<file path="config.mk">
export PLATFORM = sky130hd
export DESIGN_NAME = fetch_sequencer_flat
export DESIGN_NICKNAME = d
export VERILOG_FILES = /design/src/rtl/fetch_sequencer_if.sv /design/src/rtl/fetch_sequencer.sv /design/src/flat_wrapper.sv
export SDC_FILE = /design/constraint.sdc
export NUM_CORES = 1
export LEC_CHECK = 0
export ABC_AREA = 1
export ABC_CLOCK_PERIOD_IN_PS = 5000
export CORE_ASPECT_RATIO = 1.75
export CORE_MARGIN = 8
export CORE_UTILIZATION = 52
export DETAILED_ROUTE_END_ITERATION = 8
export MAX_ROUTING_LAYER = met4
export PLACE_DENSITY_LB_ADDON = 0.1
export SLEW_MARGIN = 0
export SYNTH_ARGS = -nofsm -noshare
export SYNTH_HDL_FRONTEND = slang
export SYNTH_SLANG_ARGS = --single-unit
</file>
<file path="constraint.sdc">
create_clock -name clk -period 5 [get_ports clk]
set_input_delay 1.25 -clock clk [delete_from_list [all_inputs] [get_ports clk]]
set_output_delay 1.25 -clock clk [all_outputs]
set_load 0.01 [all_outputs]
</file>
<file path="src/rtl/fetch_sequencer_if.sv">
// Instruction-memory and decode handshake bundle for the fetch sequencer.
// The master modport is the sequencer side; the slave side is memory plus decode.
interface fetch_sequencer_if;
    logic        imem_req;
    logic [29:0] imem_addr;
    logic        imem_ack;
    logic [31:0] imem_data;
    logic [31:0] instr;
    logic        instr_valid;
    logic        instr_ready;
    logic        branch;
    logic        zero;
    logic [15:0] imm16;

    modport master (
        output imem_req, imem_addr, instr, instr_valid,
        input  imem_ack, imem_data, instr_ready, branch, zero, imm16
    );

    modport slave (
        input  imem_req, imem_addr, instr, instr_valid,
        output imem_ack, imem_data, instr_ready, branch, zero, imm16
    );
endinterface

</file>
<file path="src/rtl/fetch_sequencer.sv">
// Single-outstanding instruction fetch sequencer with branch-target PC update
// and a sticky acknowledge-timeout error.
//
// state | meaning
// IDLE  | one cycle after reset before the first request
// REQ   | imem_req high, waiting for imem_ack
// VALID | instr holds an instruction not yet consumed by decode
// ERR   | ack timeout; frozen until reset
module fetch_sequencer #(
    parameter logic [29:0] RESET_PC    = 30'h0010_0008,
    parameter int unsigned ACK_TIMEOUT = 16
) (
    input  logic               clk,
    input  logic               reset,
    fetch_sequencer_if.master  bus,
    output logic [29:0]        pc,
    output logic               fetch_err
);
    typedef enum logic [1:0] {IDLE, REQ, VALID, ERR} state_t;

    localparam logic [7:0] WAIT_LAST = 8'(ACK_TIMEOUT - 1);

    state_t      state_q, state_d;
    logic [29:0] pc_q, pc_d;
    logic [31:0] instr_q, instr_d;
    logic [7:0]  wait_cnt_q, wait_cnt_d;
    logic [29:0] offset;
    logic [29:0] next_pc;

    always_ff @(posedge clk) begin
        if (reset) begin
            state_q    <= IDLE;
            pc_q       <= RESET_PC;
            instr_q    <= '0;
            wait_cnt_q <= '0;
        end else begin
            state_q    <= state_d;
            pc_q       <= pc_d;
            instr_q    <= instr_d;
            wait_cnt_q <= wait_cnt_d;
        end
    end

    always_comb begin
        state_d    = state_q;
        pc_d       = pc_q;
        instr_d    = instr_q;
        wait_cnt_d = wait_cnt_q;
        offset     = (bus.branch && bus.zero) ? {{14{bus.imm16[15]}}, bus.imm16} : 30'd0;
        next_pc    = pc_q + 30'd1 + offset;

        unique case (state_q)
            IDLE: begin
                state_d    = REQ;
                wait_cnt_d = '0;
            end
            REQ: begin
                // ack wins over the timeout when both land on the same cycle
                if (bus.imem_ack) begin
                    instr_d = bus.imem_data;
                    state_d = VALID;
                end else if (wait_cnt_q == WAIT_LAST) begin
                    state_d = ERR;
                end else begin
                    wait_cnt_d = wait_cnt_q + 8'd1;
                end
            end
            VALID: begin
                if (bus.instr_ready) begin
                    pc_d       = next_pc;
                    state_d    = REQ;
                    wait_cnt_d = '0;
                end
            end
            ERR: begin
            end
            default: state_d = IDLE;
        endcase
    end

    // Gated with reset so nothing is offered to memory or decode while reset is asserted.
    assign bus.imem_req    = (state_q == REQ) && !reset;
    assign bus.instr_valid = (state_q == VALID) && !reset;
    assign bus.imem_addr   = pc_q;
    assign bus.instr       = instr_q;
    assign pc              = pc_q;
    assign fetch_err       = (state_q == ERR);
endmodule

</file>
<file path="src/flat_wrapper.sv">
// flat-port wrapper written by rule: the top's interface ports become plain ports
module fetch_sequencer_flat 
#(
    parameter logic [29:0] RESET_PC    = 30'h0010_0008,
    parameter int unsigned ACK_TIMEOUT = 16
)
  (clk, reset, pc, fetch_err, bus_imem_req, bus_imem_addr, bus_instr, bus_instr_valid, bus_imem_ack, bus_imem_data, bus_instr_ready, bus_branch, bus_zero, bus_imm16);
  fetch_sequencer_if bus_i ();
  input  logic clk;
  input  logic reset;
  output logic [29:0] pc;
  output logic fetch_err;
  output wire logic [$bits(bus_i.imem_req)-1:0] bus_imem_req;
  output wire logic [$bits(bus_i.imem_addr)-1:0] bus_imem_addr;
  output wire logic [$bits(bus_i.instr)-1:0] bus_instr;
  output wire logic [$bits(bus_i.instr_valid)-1:0] bus_instr_valid;
  input wire logic [$bits(bus_i.imem_ack)-1:0] bus_imem_ack;
  input wire logic [$bits(bus_i.imem_data)-1:0] bus_imem_data;
  input wire logic [$bits(bus_i.instr_ready)-1:0] bus_instr_ready;
  input wire logic [$bits(bus_i.branch)-1:0] bus_branch;
  input wire logic [$bits(bus_i.zero)-1:0] bus_zero;
  input wire logic [$bits(bus_i.imm16)-1:0] bus_imm16;
  assign bus_imem_req = bus_i.imem_req;
  assign bus_imem_addr = bus_i.imem_addr;
  assign bus_instr = bus_i.instr;
  assign bus_instr_valid = bus_i.instr_valid;
  assign bus_i.imem_ack = bus_imem_ack;
  assign bus_i.imem_data = bus_imem_data;
  assign bus_i.instr_ready = bus_instr_ready;
  assign bus_i.branch = bus_branch;
  assign bus_i.zero = bus_zero;
  assign bus_i.imm16 = bus_imm16;
  fetch_sequencer #(.RESET_PC(RESET_PC), .ACK_TIMEOUT(ACK_TIMEOUT)) u_core (.clk(clk), .reset(reset), .bus(bus_i), .pc(pc), .fetch_err(fetch_err));
endmodule
</file>
======== Word level (Yosys, flattened, before mapping) ========
Cells that the tools add are included.
word-level totals
  memory bits (writable) .................. 0
  output and inout port bits .............. 95
  flip-flop bits (word level) ............. 72
  memory bits (read-only) ................. 0
  memories kept ........................... 0
  latch bits .............................. 0
operators by class
  shifts and indexed selects .............. 0
  equal/unequal tests ..................... 8
  add/subtract/negate cells ............... 3
  bitwise gates (word level) .............. 0
  reductions and logical operators ........ 10
  multiplexer cells ....................... 9
  order comparisons ....................... 0
  $mul .................................... 0
  divide/modulo/power cells ............... 0
operator list
  cell                                                  count
  adder 30 x 1 -> 30 bit (second input constant)        1
  adder 30 bit                                          1
  2-to-1 mux 30 bit                                     1
  2-to-1 mux 8 bit                                      3
  one-hot mux 8 bit (3 select lines)                    1
  adder 8 x 1 -> 8 bit (second input constant)          1
  equality test 8 x 4 -> 1 bit (second input constant)  1
  2-to-1 mux 2 bit                                      3
  != test 2 bit (second input constant)                 3
  one-hot mux 2 bit (3 select lines)                    1
  equality test 2 bit (second input constant)           2
  AND reduction 2 bit                                   2
  AND reduction 4 bit                                   1
  logical AND 1 bit                                     3
  != test 3 x 2 -> 1 bit (second input constant)        1
  AND reduction 3 bit                                   1
  nonzero test 3 bit                                    1
  equality test 2 x 1 -> 1 bit (second input constant)  1
  logical NOT 2 bit                                     1
  logical NOT 1 bit                                     1

======== Depth between registers and ports, before layout ========
  depth in word-level cells ............... 4
  depth in mapped cells ................... 18
  gate-level depth less buffers ........... 18

======== Least setup slack after synthesis ========
Ideal clock, no wire load.
  kind .................................... input-to-reg
  start point ............................. in bus_branch
  end point ............................... reg u_core.pc_q[14] (netlist: u_core.bus.imem_addr[14])
  buffers on the path ..................... 0
  data arrival time ....................... 3.065 ns
  stages .................................. 14
  setup slack ............................. 1.819 ns
  path through ............................ nand2_2 inv_1 nand2_1 ha_1 fa_1 o21ai_0 nand2_1 nand2_1 nand3_1 nand2_1 xor2_1 nand2_1 o211ai_1 inv_1
between the ends
  longest elaborated chain between the ends .. 3
ends and longest elaborated chain
  item                    line                   text
  start: declaration      flat_wrapper.sv:20     input wire logic [$bits(bus_i.branch)-1:0] bus_branch;
  logical AND 1 bit       fetch_sequencer.sv:49  offset = (bus.branch && bus.zero) ? {{14{bus.imm16[15]}}, bus.imm16} : 30'd0;
  2-to-1 mux 30 bit       fetch_sequencer.sv:49
  adder 30 bit            fetch_sequencer.sv:50  next_pc = pc_q + 30'd1 + offset;
  end signal: assignment  fetch_sequencer.sv:38  pc_q <= pc_d;
  end: declaration        fetch_sequencer.sv:24  logic [29:0] pc_q, pc_d;
No other way between the ends.
A chain may end at the register's enable or synchronous reset.

======== Worst setup path after layout ========
  start point ............................. in bus_zero
  end point ............................... reg u_core.pc_q[28] (netlist: u_core.bus.imem_addr[28])
between the ends
  longest elaborated chain between the ends .. 3
ends and longest elaborated chain
  item                line                   text
  start: declaration  flat_wrapper.sv:21     input wire logic [$bits(bus_i.zero)-1:0] bus_zero;
  logical AND 1 bit   fetch_sequencer.sv:49
  2-to-1 mux 30 bit   fetch_sequencer.sv:49
  adder 30 bit        fetch_sequencer.sv:50
No other way between the ends.

==> flow_summary.yaml <==
synth:
  syn_nets: 880
  avgSynthCellArea_sq_um: 6.26
  yosysWarnings: 0
  syn_inst: 809
  synth_cell_types: 39
  netlist_area_sq_um: 5060
  ys_seq_elements: 72
  synth_edf_count: 0
  synth_ff_type: "dfxtp_1"
  ys_seq_area_frac: 0.285
  synth_async_sr_flop_share: 0
power:
  power_density_nw_per_um2: 240
  max-vdd-ir-drop_mv: 0.252
  leakage_nw: 3.17
timing:
  fmax_mhz: 254
  tightest_slew_ns: 0.934
  period_minus_slack_ns: 3.94
  rsz0062_at_grt: "false"
  setup_viol: 0
  slew_headroom: 0.377
  slew_viol_final: 0
  finClkSkew_ns: 0.00792
  hold_violations: 0
  period_share: 0.787
  fin_setup_tns_ns: 0
drt:
  wl_per_cell_um: 17.4
  routed_wl_mm: 18.2
  via_per_inst: 5.39
  first_pass_iters: 5
  drc: 0
  vias: 5634
  initialDrtViolationCount: 295
  ant_nets: 0
critical_path:
  cp_max_fo: 13
  path_class: "in -> reg"
  critPathArrivalTime_ns: 4.18
  crit_path_start_kind: "input pin"
  end_kind: "flip-flop"
  cp.required_ns: 5.24
grt:
  grt_pass1_vias: 5790
  grt_max_degree: 48
  antenna_found_initial: 0
  grt_pass1_wl_mm: 28.7
  gr-usage-all-layers: 0.279
  gr-total-overflow: 0
clock_network:
  cts_root_buffer: "clkbuf_16"
  cts-buffers-inserted: 9
  clock_latency_ns: 0.34
  path_clk_slew_ns: 0.06
  post_cts.repair.setup_buffers: 0
  postCtsHoldBufs: 0
  cts_resized: 0
  htree_levels: 3
  clkSinkCount: 72
  cts_buffer_depth: 2
  cts_tree: "built"
floorplan:
  rows: 47
  die_area_sq_um: 13300
  ioPinCount: 149
  die_x_um: 90.6
  start_util: 0.535
  fp.dieH_um: 147
  core_area_sq_um: 9470
finish:
  drive_gt1_frac: 0.0574
  diodes: 0
  nFillCells: 828
  area_growth_pct: 32.6
  nets: 990
  final_area_sq_um: 6710
run:
  cap_violations: 0
outcome:
  status: "finished clean"
place:
  place.gp.congestion: 0.986
  io_buffer_count: 148
  dp_hpwl_mm: 14.2
  place_area_sq_um: 6400
worst_hold_path:
  hp-class: "reg -> reg"
## stage by stage
stage               worst slack [ns]   util  instances  total power [mW]  hold WS, ns
finish                          1.06  0.709       1046              1.61        0.464
CTS                             1.12  0.709       1046              1.62        0.465
floorplan                       1.82      -        809             0.795        0.436
global placement               0.853  0.676       1030             0.929        0.451
detailed placement             0.773  0.676       1030             0.938        0.458
global route                   0.648  0.709       1046              1.67        0.486
## layout by cell type, fill, tap and decap left out, types with 6 or more instances in the layout
cell type,instances
a21oi_1,69
a31oi_1,6
a41oi_1,10
clkbuf_16,9
clkdlybuf4s50_1,148
dfxtp_1,72
ha_1,16
inv_1,123
nand2_1,244
nand2_2,12
nand3_1,36
nand4_1,16
nor2_1,64
nor2_2,10
o21ai_0,24
o21bai_1,9
xor2_1,14
## kinds of logic (layout without fill, tap and decap cells)
family | Yosys count | in the layout | share of synthesized area
and+or+nand+nor | 394 | 394 | 0.332
buffers and inverters | 179 | 294 | 0.159
AOI/OAI and AO/OA | 129 | 129 | 0.149
DFF | 72 | 72 | 0.285
xor gates and xnor gates | 18 | 18 | 0.0311
adders and majority gates | 17 | 17 | 0.0435
## state kept, by name (all words and copies together) (netlist names)
register and flops:
u_core.bus.imem_addr 30, u_core.wait_cnt_q 8, u_core.bus.instr 32, u_core.state_q 2
## worst paths after layout
path | from | to | slack (ns) | cells past startpoint
min | u_core.bus.instr[27] | u_core.bus.instr[27] | 0.46 | 2
max | bus_zero | u_core.bus.imem_addr[28] | 1.06 | 16
min reg2reg | u_core.bus.instr[27] | u_core.bus.instr[27] | 0.46 | 2
max reg2reg | u_core.bus.imem_addr[0] | u_core.bus.imem_addr[28] | 2.53 | 13
## where the power goes
part | internal, mW | switching [mW]
combinational | 0.140 | 0.169
clock | 0.408 | 0.277
sequential | 0.598 | 0.0215
## critical path: stages
cell and delay [ns]:
clkdlybuf4s50_1 0.76, nand2_2 0.14, inv_1 0.10, nand2_1 0.05, ha_1 0.20, fa_1 0.42, o21ai_0 0.47, nand2_1 0.11
nand3_1 0.16, nand2_1 0.09, nand2_1 0.09, nand3_1 0.08, nand3_1 0.07, nand3_1 0.07, nand2_1 0.06, inv_1 0.04
## cell type report
type                    instances  area [sq um]  share of cell area
multi-input cells             558          2820               0.420
repair buffers                153          1520               0.226
flip-flops and latches         72          1440               0.215
inverters                     125           469              0.0699
clock buffers                  10           239              0.0356
well taps                     122           153              0.0227
clock inverters                 6          72.6              0.0108
## synth_stat cells, types with 9 or more instances
cell type / n / share of area
buf_4: 30 / 0.044
clkbuf_1: 15 / 0.011
nand3_1: 36 / 0.036
a21oi_1: 69 / 0.068
dfxtp_1: 72 / 0.28
nand2_2: 12 / 0.015
ha_1: 16 / 0.040
a41oi_1: 10 / 0.017
o21bai_1: 9 / 0.013
nor2_2: 9 / 0.011
nor2_1: 65 / 0.048
inv_1: 123 / 0.091
nand2_1: 244 / 0.18
nand4_1: 16 / 0.020
xor2_1: 14 / 0.024
o21ai_0: 24 / 0.024
## layer usage
| layer | track usage | share of wire | vias to the layer above |
|---|---|---|---|
| met5 | - | 0 | - |
| met4 | 0.196 | 0.063 | 0 |
| met3 | 0.0647 | 0.060 | 67 |
| met2 | 0.515 | 0.55 | 207 |
| met1 | 0.241 | 0.33 | 2612 |
| li1 | - | - | 2748 |
(Power assumes the default switching activity.)
==> variant, RTL diff (same flow settings) <==
Register the output `fetch_err`, without a reset; this adds one clock of latency there. The other outputs are not delayed to match.
--- a/src/rtl/fetch_sequencer.sv
+++ b/src/rtl/fetch_sequencer.sv
@@ -86,3 +86,5 @@
     assign pc              = pc_q;
-    assign fetch_err       = (state_q == ERR);
+    always_ff @(posedge clk) begin
+        fetch_err <= (state_q == ERR);
+    end
 endmodule
Formal check against the unedited RTL: same outputs for any inputs over 4 cycles, from zero or initial values and one cycle with reset high; that may be too few to reach the edited logic, so the function may still have changed.
==> variant against the original RTL <==
Area after synthesis up 3.7%; worst setup slack improved by 220 ps; hold slack got worse by 10 ps; sequential cell count increased by 1; via count grew 0.69%; total power up 7.7%; routed wire length fell by 5.2%; cell area grew 2.6%; core utilization down 1.0 points.
==> variant: results (changes against the original RTL) <==
Max Clk Rate=269 MHz (+6.0%); clk_skew=8.67 ps (+0.748 ps); ANT cells=0 (unchanged); critical path arrival=3950 ps (-230 ps); Worst Hold Class=flip-flop to flip-flop; final-report hold violation count=0 (unchanged); Buffers on Ports=148 (unchanged); top post-synthesis cells by count=nand2_1 (155), nor2_1 (124), inv_1 (108); Hold Startpoint=u_core.state_q[0]; vias in the first global route=5,973 (+3.2%); sequential area share after synthesis=0.278 (-0.00630); DR vias=5,673 (+0.69%); CTS Buf Count=9 (unchanged); RePlAce Congestion=0.977 (-0.94%); largest net degree at the start of global routing=36 (-25%); H-tree Lvls=3 (unchanged); WL final=17,300 um (-5.2%); Setup Fix Bufs, Post-CTS=0 (unchanged); Clock Pin Slew Worst Setup and Hold Paths=about 70 ps; # fillers=860 (+3.9%); Pleak=0.00318 uW (+0.15%); Multi-input gate area=0.00301 mm2 (+6.7%); R2R Path End=u_core.bus.imem_addr[24]; Register-to-Register Path Depth=13 (unchanged); run status=finished clean; first-pass GRT wire length=28,300 um (-1.6%); DRT iter0 DRCs=307 (+4.1%); PostCTS Resize Cnt=0 (unchanged); max reg flops=32 (unchanged); Critical Path Max Stage Delay=510 ps (-250 ps); Global Route Usage Sum=0.262 (-0.0168); initial antenna violation count=0 (unchanged); Max FO, Critical Path=15 (+2); setup slack, reg-to-reg=2700 ps (+170 ps); Pre-antenna DRT Iters=7 (+2); Peak supply drop=0.000213 V (-16%); Top FF cell, synth=dfxtp_1; Netlist cell types=38 (-2.6%); warnings from Yosys=0 (unchanged); worst-path cell with the longest stage delay=clkdlybuf4s50_1; Post-DP Area=0.00658 mm2 (+2.7%); top cells by area, synth=dfxtp_1 (28%), nand2_1 (11%), nor2_1 (8.9%); Hold Path End=u_core.fetch_err; DPL Wire Length=13,400 um (-5.4%); Clock Latency Late Sink=~350 ps; synthesized net count=880 (unchanged); final net count=989 (-0.10%); family with the most delay on the worst path=buffers and inverters; Setup Slack @ Placement=930 ps (+157 ps); worst rel slew slack=0.356 (-0.0209); ratio of cells with drive above 1 in the final layout=0.0845 (+0.0271)
## variant: worst register-to-register path: stages, from the launching register on
cell	delay, ps
dfxtp_1	380
inv_1	60
ha_1	210
fa_1	440
o21ai_1	270
inv_1	100
o21bai_1	230
nand2_1	80
nand2_1	100
nand2_1	70
nand3_1	70
nand3_1	70
nand2_1	70
inv_1	30
## variant: layer usage
metal	up-vias	part of all wire	global-route usage
met1	2599	0.37	0.247
met2	219	0.52	0.474
met4	0	0.051	0.160
met5	-	0	-
met3	64	0.053	0.0529
li1	2791	-	-
## variant: logic make-up after synthesis
family                   after synthesis  share of synthesized area
AO/OA/AOI/OAI                        141                      0.153
adder cells (fa/ha/maj)               17                     0.0420
buffers and inverters                167                      0.149
XOR/XNOR                              14                     0.0234
flip-flops                            73                      0.278
AND/OR/NAND/NOR                      397                      0.354
## variant: power breakdown
part	total, uW	switching, uW	internal [uW]
Clock	686	290	396
Combinational	404	217	187
Sequential	649	28.7	620
Total	1740	535	1200
## variant: final cells by class
class | instances | share of cell area
multi-input combinational | 569 | 0.437
tap | 125 | 0.0227
timing repair buffer | 156 | 0.224
sequential | 73 | 0.212
clock inverter | 7 | 0.0122
clock buffer | 9 | 0.0327
inverter | 109 | 0.0594
## variant: worst max-delay path by stage
stage	from	endpoint	slack [ps]
floorplan	bus_zero	u_core.bus.imem_addr[22]	1770
global placement	bus_branch	u_core.bus.imem_addr[24]	1010
detailed placement	bus_branch	u_core.bus.imem_addr[24]	930
CTS	bus_branch	u_core.bus.imem_addr[24]	1270
global route	bus_branch	u_core.bus.imem_addr[24]	1040
finish	bus_branch	u_core.bus.imem_addr[24]	1290
## variant: stage by stage
stage	cells	hold WS (ps)
floorplan	809	427
global placement	1032	444
detailed placement	1032	448
CTS	1048	458
global route	1048	476
finish	1048	454
